**src/rtl/retimer_phase_cal_if.sv**
```systemverilog
// -----------------------------------------------------------------------------
// retimer_phase_cal_if
// Bundle of control/result signals between the retimer phase calibration
// sequencer and its controller (control/JTAG register block or testbench).
//   start      : single-cycle pulse requesting a calibration sweep
//   err        : per-cycle sampling mismatch flag from the retimer checker
//   phase_sel  : phase select driven to the retimer flop bank
//   busy       : sweep in progress
//   done       : sweep finished, held until the next start
//   best_phase : phase with the fewest mismatches
//   best_err   : mismatch count measured at best_phase
// master = controller side, slave = sequencer side.
// -----------------------------------------------------------------------------
interface retimer_phase_cal_if #(
  parameter int PHASE_W = 3,
  parameter int CNT_W   = 9
);
  logic               start;
  logic               err;
  logic [PHASE_W-1:0] phase_sel;
  logic               busy;
  logic               done;
  logic [PHASE_W-1:0] best_phase;
  logic [CNT_W-1:0]   best_err;

  modport master (
    output start, err,
    input  phase_sel, busy, done, best_phase, best_err
  );

  modport slave (
    input  start, err,
    output phase_sel, busy, done, best_phase, best_err
  );
endinterface

```
**src/rtl/retimer_phase_cal.sv**
```systemverilog
// -----------------------------------------------------------------------------
// retimer_phase_cal
// Calibration sequencer for the retimer flop stage. On start it steps the
// retimer phase select through every setting; at each one it waits SETTLE
// cycles, counts err over a WIN_LEN-cycle window (saturating), and keeps the
// phase with the lowest count (ties keep the lowest index). At the end it
// locks phase_sel to the winning phase and raises done.
//
// Ports:
//   clk        : block clock, posedge
//   rstb       : synchronous active-low reset
//   bus        : retimer_phase_cal_if.slave (start, err, phase_sel, busy,
//                done, best_phase, best_err)
// Optional (macro RETIMER_CAL_MANUAL_EN):
//   manual_en    : forces the sequencer idle and drives phase_sel directly
//   manual_phase : requested phase, clamped to N_PHASE-1
// -----------------------------------------------------------------------------
module retimer_phase_cal #(
  parameter int N_PHASE = 8,
  parameter int PHASE_W = 3,
  parameter int WIN_LEN = 256,
  parameter int CNT_W   = 9,
  parameter int SETTLE  = 4
) (
  input  logic                 clk,
  input  logic                 rstb,
  retimer_phase_cal_if.slave   bus
`ifdef RETIMER_CAL_MANUAL_EN
  ,
  input  logic                 manual_en,
  input  logic [PHASE_W-1:0]   manual_phase
`endif
);

  // One timer serves both the settle wait and the measurement window.
  localparam int TMR_W = $clog2(WIN_LEN + SETTLE + 1);

  localparam logic [CNT_W-1:0]   CNT_MAX    = {CNT_W{1'b1}};
  localparam logic [PHASE_W-1:0] LAST_PH    = PHASE_W'(N_PHASE - 1);
  localparam logic [TMR_W-1:0]   SETTLE_END = TMR_W'(SETTLE - 1);
  localparam logic [TMR_W-1:0]   WIN_END    = TMR_W'(WIN_LEN - 1);

  typedef enum logic [2:0] {
    ST_IDLE    = 3'd0,
    ST_SETTLE  = 3'd1,
    ST_MEASURE = 3'd2,
    ST_EVAL    = 3'd3,
    ST_DONE    = 3'd4
  } state_t;

  state_t             state_q, state_d, state_nxt_s;
  logic [TMR_W-1:0]   tmr_q, tmr_d;
  logic [CNT_W-1:0]   cur_err_q, cur_err_d;
  logic [PHASE_W-1:0] phase_sel_q, phase_sel_d;
  logic               busy_q, busy_d;
  logic               done_q, done_d;
  logic [PHASE_W-1:0] best_phase_q, best_phase_d;
  logic [CNT_W-1:0]   best_err_q, best_err_d;

  logic               better_s;
  logic [PHASE_W-1:0] win_phase_s;

`ifdef RETIMER_CAL_MANUAL_EN
  function automatic logic [PHASE_W-1:0] clamp_phase(input logic [PHASE_W-1:0] ph);
    if (ph > LAST_PH) begin
      return LAST_PH;
    end else begin
      return ph;
    end
  endfunction
`endif

  // State register.
  always_ff @(posedge clk) begin
    if (!rstb) begin
      state_q <= ST_IDLE;
    end else begin
      state_q <= state_d;
    end
  end

  // Next-state logic.
  always_comb begin
    state_nxt_s = state_q;
    case (state_q)
      ST_IDLE, ST_DONE: begin
        if (bus.start) state_nxt_s = ST_SETTLE;
        else           state_nxt_s = state_q;
      end
      ST_SETTLE: begin
        if (tmr_q == SETTLE_END) state_nxt_s = ST_MEASURE;
        else                     state_nxt_s = ST_SETTLE;
      end
      ST_MEASURE: begin
        if (tmr_q == WIN_END) state_nxt_s = ST_EVAL;
        else                  state_nxt_s = ST_MEASURE;
      end
      ST_EVAL: begin
        if (phase_sel_q == LAST_PH) state_nxt_s = ST_DONE;
        else                        state_nxt_s = ST_SETTLE;
      end
      default: state_nxt_s = ST_IDLE;
    endcase
`ifdef RETIMER_CAL_MANUAL_EN
    state_d = manual_en ? ST_IDLE : state_nxt_s;
`else
    state_d = state_nxt_s;
`endif
  end

  // Strict comparison so a tie keeps the earlier (lower) phase.
  always_comb begin
    better_s    = (cur_err_q < best_err_q);
    win_phase_s = better_s ? phase_sel_q : best_phase_q;
  end

  // Output/datapath next values; all outputs leave through registers.
  always_comb begin
    tmr_d        = tmr_q;
    cur_err_d    = cur_err_q;
    phase_sel_d  = phase_sel_q;
    busy_d       = busy_q;
    done_d       = done_q;
    best_phase_d = best_phase_q;
    best_err_d   = best_err_q;
    case (state_q)
      ST_IDLE, ST_DONE: begin
        if (bus.start) begin
          phase_sel_d  = {PHASE_W{1'b0}};
          cur_err_d    = {CNT_W{1'b0}};
          tmr_d        = {TMR_W{1'b0}};
          best_err_d   = CNT_MAX;
          best_phase_d = {PHASE_W{1'b0}};
          done_d       = 1'b0;
          busy_d       = 1'b1;
        end else begin
          tmr_d = tmr_q;
        end
      end
      ST_SETTLE: begin
        if (tmr_q == SETTLE_END) tmr_d = {TMR_W{1'b0}};
        else                     tmr_d = tmr_q + TMR_W'(1);
      end
      ST_MEASURE: begin
        if (bus.err && (cur_err_q != CNT_MAX)) cur_err_d = cur_err_q + CNT_W'(1);
        else                                   cur_err_d = cur_err_q;
        if (tmr_q == WIN_END) tmr_d = {TMR_W{1'b0}};
        else                  tmr_d = tmr_q + TMR_W'(1);
      end
      ST_EVAL: begin
        if (better_s) begin
          best_err_d   = cur_err_q;
          best_phase_d = phase_sel_q;
        end else begin
          best_err_d   = best_err_q;
        end
        if (phase_sel_q == LAST_PH) begin
          phase_sel_d = win_phase_s;
          busy_d      = 1'b0;
          done_d      = 1'b1;
        end else begin
          phase_sel_d = phase_sel_q + PHASE_W'(1);
          cur_err_d   = {CNT_W{1'b0}};
          tmr_d       = {TMR_W{1'b0}};
        end
      end
      default: begin
        busy_d = 1'b0;
        done_d = 1'b0;
      end
    endcase
`ifdef RETIMER_CAL_MANUAL_EN
    // Manual override wins over any sweep activity but leaves results alone.
    if (manual_en) begin
      phase_sel_d  = clamp_phase(manual_phase);
      busy_d       = 1'b0;
      done_d       = 1'b0;
      best_phase_d = best_phase_q;
      best_err_d   = best_err_q;
    end else begin
      busy_d = busy_d;
    end
`endif
  end

  // Datapath and output registers.
  always_ff @(posedge clk) begin
    if (!rstb) begin
      tmr_q        <= {TMR_W{1'b0}};
      cur_err_q    <= {CNT_W{1'b0}};
      phase_sel_q  <= {PHASE_W{1'b0}};
      busy_q       <= 1'b0;
      done_q       <= 1'b0;
      best_phase_q <= {PHASE_W{1'b0}};
      best_err_q   <= {CNT_W{1'b0}};
    end else begin
      tmr_q        <= tmr_d;
      cur_err_q    <= cur_err_d;
      phase_sel_q  <= phase_sel_d;
      busy_q       <= busy_d;
      done_q       <= done_d;
      best_phase_q <= best_phase_d;
      best_err_q   <= best_err_d;
    end
  end

  assign bus.phase_sel  = phase_sel_q;
  assign bus.busy       = busy_q;
  assign bus.done       = done_q;
  assign bus.best_phase = best_phase_q;
  assign bus.best_err   = best_err_q;

endmodule

```
**src/flat_wrapper.sv**
```systemverilog
// flat-port wrapper written by rule: the top's interface ports become plain ports
module retimer_phase_cal_flat 
#(
  parameter int N_PHASE = 8,
  parameter int PHASE_W = 3,
  parameter int WIN_LEN = 256,
  parameter int CNT_W   = 9,
  parameter int SETTLE  = 4
)
  (clk, rstb, bus_start, bus_err, bus_phase_sel, bus_busy, bus_done, bus_best_phase, bus_best_err);
  retimer_phase_cal_if #(.PHASE_W(PHASE_W), .CNT_W(CNT_W)) bus_i ();
  input  logic clk;
  input  logic rstb;
  input wire logic [$bits(bus_i.start)-1:0] bus_start;
  input wire logic [$bits(bus_i.err)-1:0] bus_err;
  output wire logic [$bits(bus_i.phase_sel)-1:0] bus_phase_sel;
  output wire logic [$bits(bus_i.busy)-1:0] bus_busy;
  output wire logic [$bits(bus_i.done)-1:0] bus_done;
  output wire logic [$bits(bus_i.best_phase)-1:0] bus_best_phase;
  output wire logic [$bits(bus_i.best_err)-1:0] bus_best_err;
  assign bus_i.start = bus_start;
  assign bus_i.err = bus_err;
  assign bus_phase_sel = bus_i.phase_sel;
  assign bus_busy = bus_i.busy;
  assign bus_done = bus_i.done;
  assign bus_best_phase = bus_i.best_phase;
  assign bus_best_err = bus_i.best_err;
  retimer_phase_cal #(.N_PHASE(N_PHASE), .PHASE_W(PHASE_W), .WIN_LEN(WIN_LEN), .CNT_W(CNT_W), .SETTLE(SETTLE)) u_core (.clk(clk), .rstb(rstb), .bus(bus_i));
endmodule
```
**config.mk**
```make
export PLATFORM = sky130hd
export DESIGN_NAME = retimer_phase_cal_flat
export DESIGN_NICKNAME = d
export VERILOG_FILES = /design/src/rtl/retimer_phase_cal_if.sv /design/src/rtl/retimer_phase_cal.sv /design/src/flat_wrapper.sv
export SDC_FILE = /design/constraint.sdc
export NUM_CORES = 1
export LEC_CHECK = 0
export ABC_AREA = 1
export CAP_MARGIN = 20
export CORE_UTILIZATION = 31
export DETAILED_ROUTE_END_ITERATION = 7
export SLEW_MARGIN = 20
export SYNTH_ARGS = -nofsm -noshare
export SYNTH_HDL_FRONTEND = slang
export SYNTH_SLANG_ARGS = --single-unit
```
**constraint.sdc**
```tcl
create_clock -name clk -period 1.9 [get_ports clk]
set_input_delay 0.38 -clock clk [delete_from_list [all_inputs] [get_ports clk]]
set_output_delay 0.38 -clock clk [all_outputs]
set_load 0.1 [all_outputs]
```
After elaboration in Yosys (flattened, before gate mapping)
Index checks and enable logic that the tools add are counted.

Output and inout port bits: 17. Flip-flop bits (word level): 38.

Muxes and demuxes: 26. $lt $le $gt $ge: 1. Bitwise operators: 1. Reduce and logical (&&, ||, !) cells: 12. Eq/ne operators: 13. $add $sub $neg: 3.

Operators by type and width (number): $mux 9 (7); $pmux 9 s4 (1); $pmux 9 s3 (1); $add 9x1->9 const B (2); $pmux 9 s2 (1); $mux 3 (5); $pmux 3 s2 (2); $pmux 3 s4 (1); $eq 9x2->1 const B (1); $eq 9x8->1 const B (1); $lt 9x9->1 (1); $ne 9x9->1 const B (1); $reduce_and 3->1 (3); $eq 3x2->1 const B (2); $eq 3x3->1 const B (2); $ne 2x1->1 const B (3); $pmux 1 s3 (2); $mux 1 (5); $ne 2x2->1 const B (2); $reduce_and 4->1 (1); $reduce_bool 4->1 (1); $reduce_or 2->1 (2); $add 3x1->3 const B (1); $eq 3x1->1 const B (1); 7 further kinds (7).

Depth between registers and ports, before layout
Word-level depth: 4. Mapped depth: 14.

Worst setup path before layout
Ideal clock, no wire load.

Path kind: reg-to-reg. Start: reg u_core.best_err_q[8], in the netlist u_core.bus.best_err[8]. End: reg u_core.best_err_q[3], in the netlist u_core.bus.best_err[3]. Setup slack: -0.546 ns. Library setup time: 0.115 ns. Stages on the path, launching flop included: 11. Period minus slack after synthesis: 2.446 ns. Arrival: 2.331 ns. Required time: 1.785 ns. Path buffers: 0. Path through: dfxtp_1 -> inv_1 -> ha_1 -> nand2_1 -> inv_1 -> a21oi_1 -> nand3_2 -> nor2_2 -> nand2_1 -> nand2_1 -> nor2_1.

Cells in the longest elaborated chain, start to end: 3.

Ends and longest elaborated chain: from (decl) (RTL line retimer_phase_cal.sv:58) `logic [CNT_W-1:0] best_err_q, best_err_d;`; from (signal assigned) (RTL line retimer_phase_cal.sv:195) `best_err_q <= {CNT_W{1'b0}};`; from (signal assigned) (RTL line retimer_phase_cal.sv:203) `best_err_q <= best_err_d;`; $lt 9x9->1 (RTL line retimer_phase_cal.sv:113) `better_s = (cur_err_q < best_err_q);`; $ne 2x1->1 (no line); $reduce_and 3->1 (no line).

Every way passes these cells. A chain may end at the register's enable or synchronous reset.

Final worst setup path
Start: reg u_core.cur_err_q[3]. End: reg u_core.cur_err_q[5].

Cells in the longest elaborated chain, start to end: 4. Elaborated cells between the ends (all ways): 7. Classes of those cells: add/sub: 1; eq/ne: 2; mux: 2; reduce/logical: 2.

Ends and longest elaborated chain: from (decl) (RTL line retimer_phase_cal.sv:53) `logic [CNT_W-1:0] cur_err_q, cur_err_d;`; from (signal assigned) (RTL line retimer_phase_cal.sv:190) `cur_err_q <= {CNT_W{1'b0}};`; from (signal assigned) (RTL line retimer_phase_cal.sv:198) `cur_err_q <= cur_err_d;`; branches (longest 4 deep; another with $add 9x1->9).

Parallel ways; which one is timed is not known. The select of a mux whose other input is x is not followed.

==> flow_metrics.env <==
export IMPL_io_pins=21
export IMPL_yosys_area_top_type="dfxtp_1"
export IMPL_htree_levels=2
export IMPL_ys_warn_count=0
export IMPL_vias=2277
export IMPL_power_mw=2.01
export IMPL_finalHoldViolCount=0
export IMPL_start_util_pct=32.4
export IMPL_cts_sinks=38
export IMPL_fill_cells=706
export IMPL_critPathLaunchType="flop"
export IMPL_grt_pass1_wl_mm=9.30
export IMPL_fmax_mhz=539
export IMPL_area_growth_pct=36.1
export IMPL_fin_worst_hold_slack_ps=462
export IMPL_critPathMaxFanout=6
export IMPL_syn_nets=359
export IMPL_synth_area_per_cell_sq_um=6.52
export IMPL_layout_commonest_cell="nand2_1"
export IMPL_synth_seq_area_share_pct=34.3
export IMPL_p_sw_mw=0.707
export IMPL_cp_arrival_ps=2050
export IMPL_timing_worst_slew_pin_value_ps=450
export IMPL_clockBufferDepth=2
export IMPL_grt_usage_pct=15.7
export IMPL_synthTopCellsByArea="dfxtp_1 (34%), nand2_1 (15%), inv_1 (9.8%)"
export IMPL_end_kind="flop"
export IMPL_outcome="complete, no violations"
export IMPL_p_sw_share_pct=35.2
export IMPL_comb_power_share_pct=27.5
export IMPL_die_w_um=86.5
export IMPL_grt_setup_unrepaired="yes"
export IMPL_power_frac_seq_pct=43.2
export IMPL_place_inst=482
export IMPL_max_slew_margin_pct=69.9
export IMPL_final_area_sq_um=3020
export IMPL_maxCapViolations=0
export IMPL_ant_nets=0
export IMPL_globalplace_congestion=0.919
export IMPL_finalNetCount=415
export IMPL_syn_inst=340
export IMPL_fin_ws_ps=44.2
export IMPL_port_buffers=20
export IMPL_root_buffer="clkbuf_8"
export IMPL_wl_per_cell_um=11.4
export IMPL_clk_latency_ps=300
export IMPL_worstSetupPathType="flop to flop"
export IMPL_maxSlewViolCount=0
export IMPL_cts_tree="yes"
export IMPL_hold_buffers=0
export IMPL_numCtsBuffers=5
export IMPL_fin_crit_ps=1860
export IMPL_setup_viol=0
export IMPL_hold_path_class="flop to flop"
export IMPL_clk_pin_slew_worst_paths_ps=80
export IMPL_antenna_found_initial=0
export IMPL_n_antenna_cell=0
export IMPL_synth_top_cell_area_share_pct=34.3
export IMPL_syn_cell_area_sq_um=2220
export IMPL_wirelength_mm=5.64
export IMPL_ir_worst_vdd_v=0.000329
export IMPL_final_cell_mix="nand2_1 (85), inv_1 (55), buf_4 (45)"
export IMPL_ys_seq_elements=38
export IMPL_fin_cells=493
export IMPL_powerDensity_nw_per_um2=667
export IMPL_place_area_sq_um=2770
export IMPL_grt_ovfl_total=0
export IMPL_die_area_sq_um=7490
export IMPL_drtPass1Iterations=4
export IMPL_grt_max_degree=12
export IMPL_p_leak_nw=1.36
export IMPL_place_ws_ps=-44.4
export IMPL_p_int_mw=1.30
export IMPL_die_height_um=86.5
export IMPL_grt_pass1_vias=2115
export IMPL_hpwl_mm=4.20
export IMPL_fp_row_count=30
export IMPL_ys_types=24
export IMPL_cp_required_ps=2100
export IMPL_drtIter0Drc=114
export IMPL_p_clk_share_pct=29.3
export IMPL_drive_gt1_share_pct=29.2
export IMPL_clock_skew_ps=8.66
export IMPL_viasPerCell=4.62
export IMPL_core_area_sq_um=6830
export IMPL_drc_errors=0
export IMPL_finalCritPeriodShare_pct=97.7
[metrics by stage]
step | utilization (%) | TNS [ps]
finish | 44.1 | 0
global route | 44.1 | -626
CTS | 41.9 | 0
detailed placement | 40.5 | -150
global placement | 40.5 | 0
floorplan | - | 0
[power groups by stage]
stage          Sequential [mW]  Combinational, mW  Clock [mW]
2_1_floorplan             1.06              0.186           0
3_3_place_gp             0.884              0.508           0
3_5_place_dp             0.886              0.511           0
4_1_cts                  0.867              0.514       0.609
5_1_grt                  0.874              0.600       0.636
6_report                 0.868              0.553       0.589
[cell usage after synthesis (all sizes together)]
cell	instances
nand2	93
a21oi	21
xor2	2
o22ai	1
or2	1
dfxtp	38
ha	15
nand3	23
buf	1
o211ai	3
o21ai	17
clkbuf	3
inv	60
nor2	48
nor3	2
nand4	12
[path summary, 6_finish.rpt]
path | from | endpoint | slack [ps] | cells past startpoint
worst max-delay path | u_core.cur_err_q[3]$_SDFFE_PN0P_ | u_core.cur_err_q[5]$_SDFFE_PN0P_ | 40 | 13
worst min-delay path | u_core.bus.done$_SDFFE_PN0P_ | u_core.bus.done$_SDFFE_PN0P_ | 460 | 2
worst max register to register | u_core.cur_err_q[3]$_SDFFE_PN0P_ | u_core.cur_err_q[5]$_SDFFE_PN0P_ | 40 | 13
worst min register to register | u_core.bus.done$_SDFFE_PN0P_ | u_core.bus.done$_SDFFE_PN0P_ | 460 | 2
[logic make-up after synthesis]
kind of cell	after synthesis	share of synthesized area [%]
fa+ha+maj	15	8.47
xor+xnor	2	0.791
buf+inv	64	11.2
compound gates	42	10.7
flops	38	34.3
simple gates	179	34.6
[state kept, by name (all words and copies together), names as in the netlist]
signal,count
u_core.bus.busy,1
u_core.state_q,3
u_core.bus.best_err,9
u_core.bus.best_phase,3
u_core.bus.done,1
u_core.tmr_q,9
u_core.cur_err_q,9
u_core.bus.phase_sel,3
[per-layer routing]
metal  part of all wire (%)  track usage (%)  vias up
met5                      0                0        -
met4                   0.90             3.18        0
met3                    3.5             3.14        7
met2                     47             27.1       42
met1                     49             20.3     1033
li1                       -                -     1195
[worst max-delay path, stage by stage (launching register included)]
cell	delay, ps
dfxtp_4	380
nand2_1	70
inv_1	110
nand4_1	130
nor2_1	140
ha_2	180
inv_2	40
a21oi_2	150
o21ai_2	90
nand2_4	130
buf_6	140
nor2_2	50
a21oi_2	90
nor2_1	50
[what timing repair did]
item,CTS,global route
gates cloned,0,2
endpoints found under the setup margin,4,29
setup buffers,0,1
resized for setup,2,44
pin swaps,0,15
[layout make-up]
class	instances	area [sq um]	area share [%]
Clock buffer	8	90.1	2.99
Multi-Input combinational cell	239	1350	44.6
Sequential cell	38	801	26.6
Timing Repair Buffer	52	430	14.3
Inverter	60	228	7.55
Tap cell	96	120	3.98
Note: power is estimated with default switching activity, not from simulation.
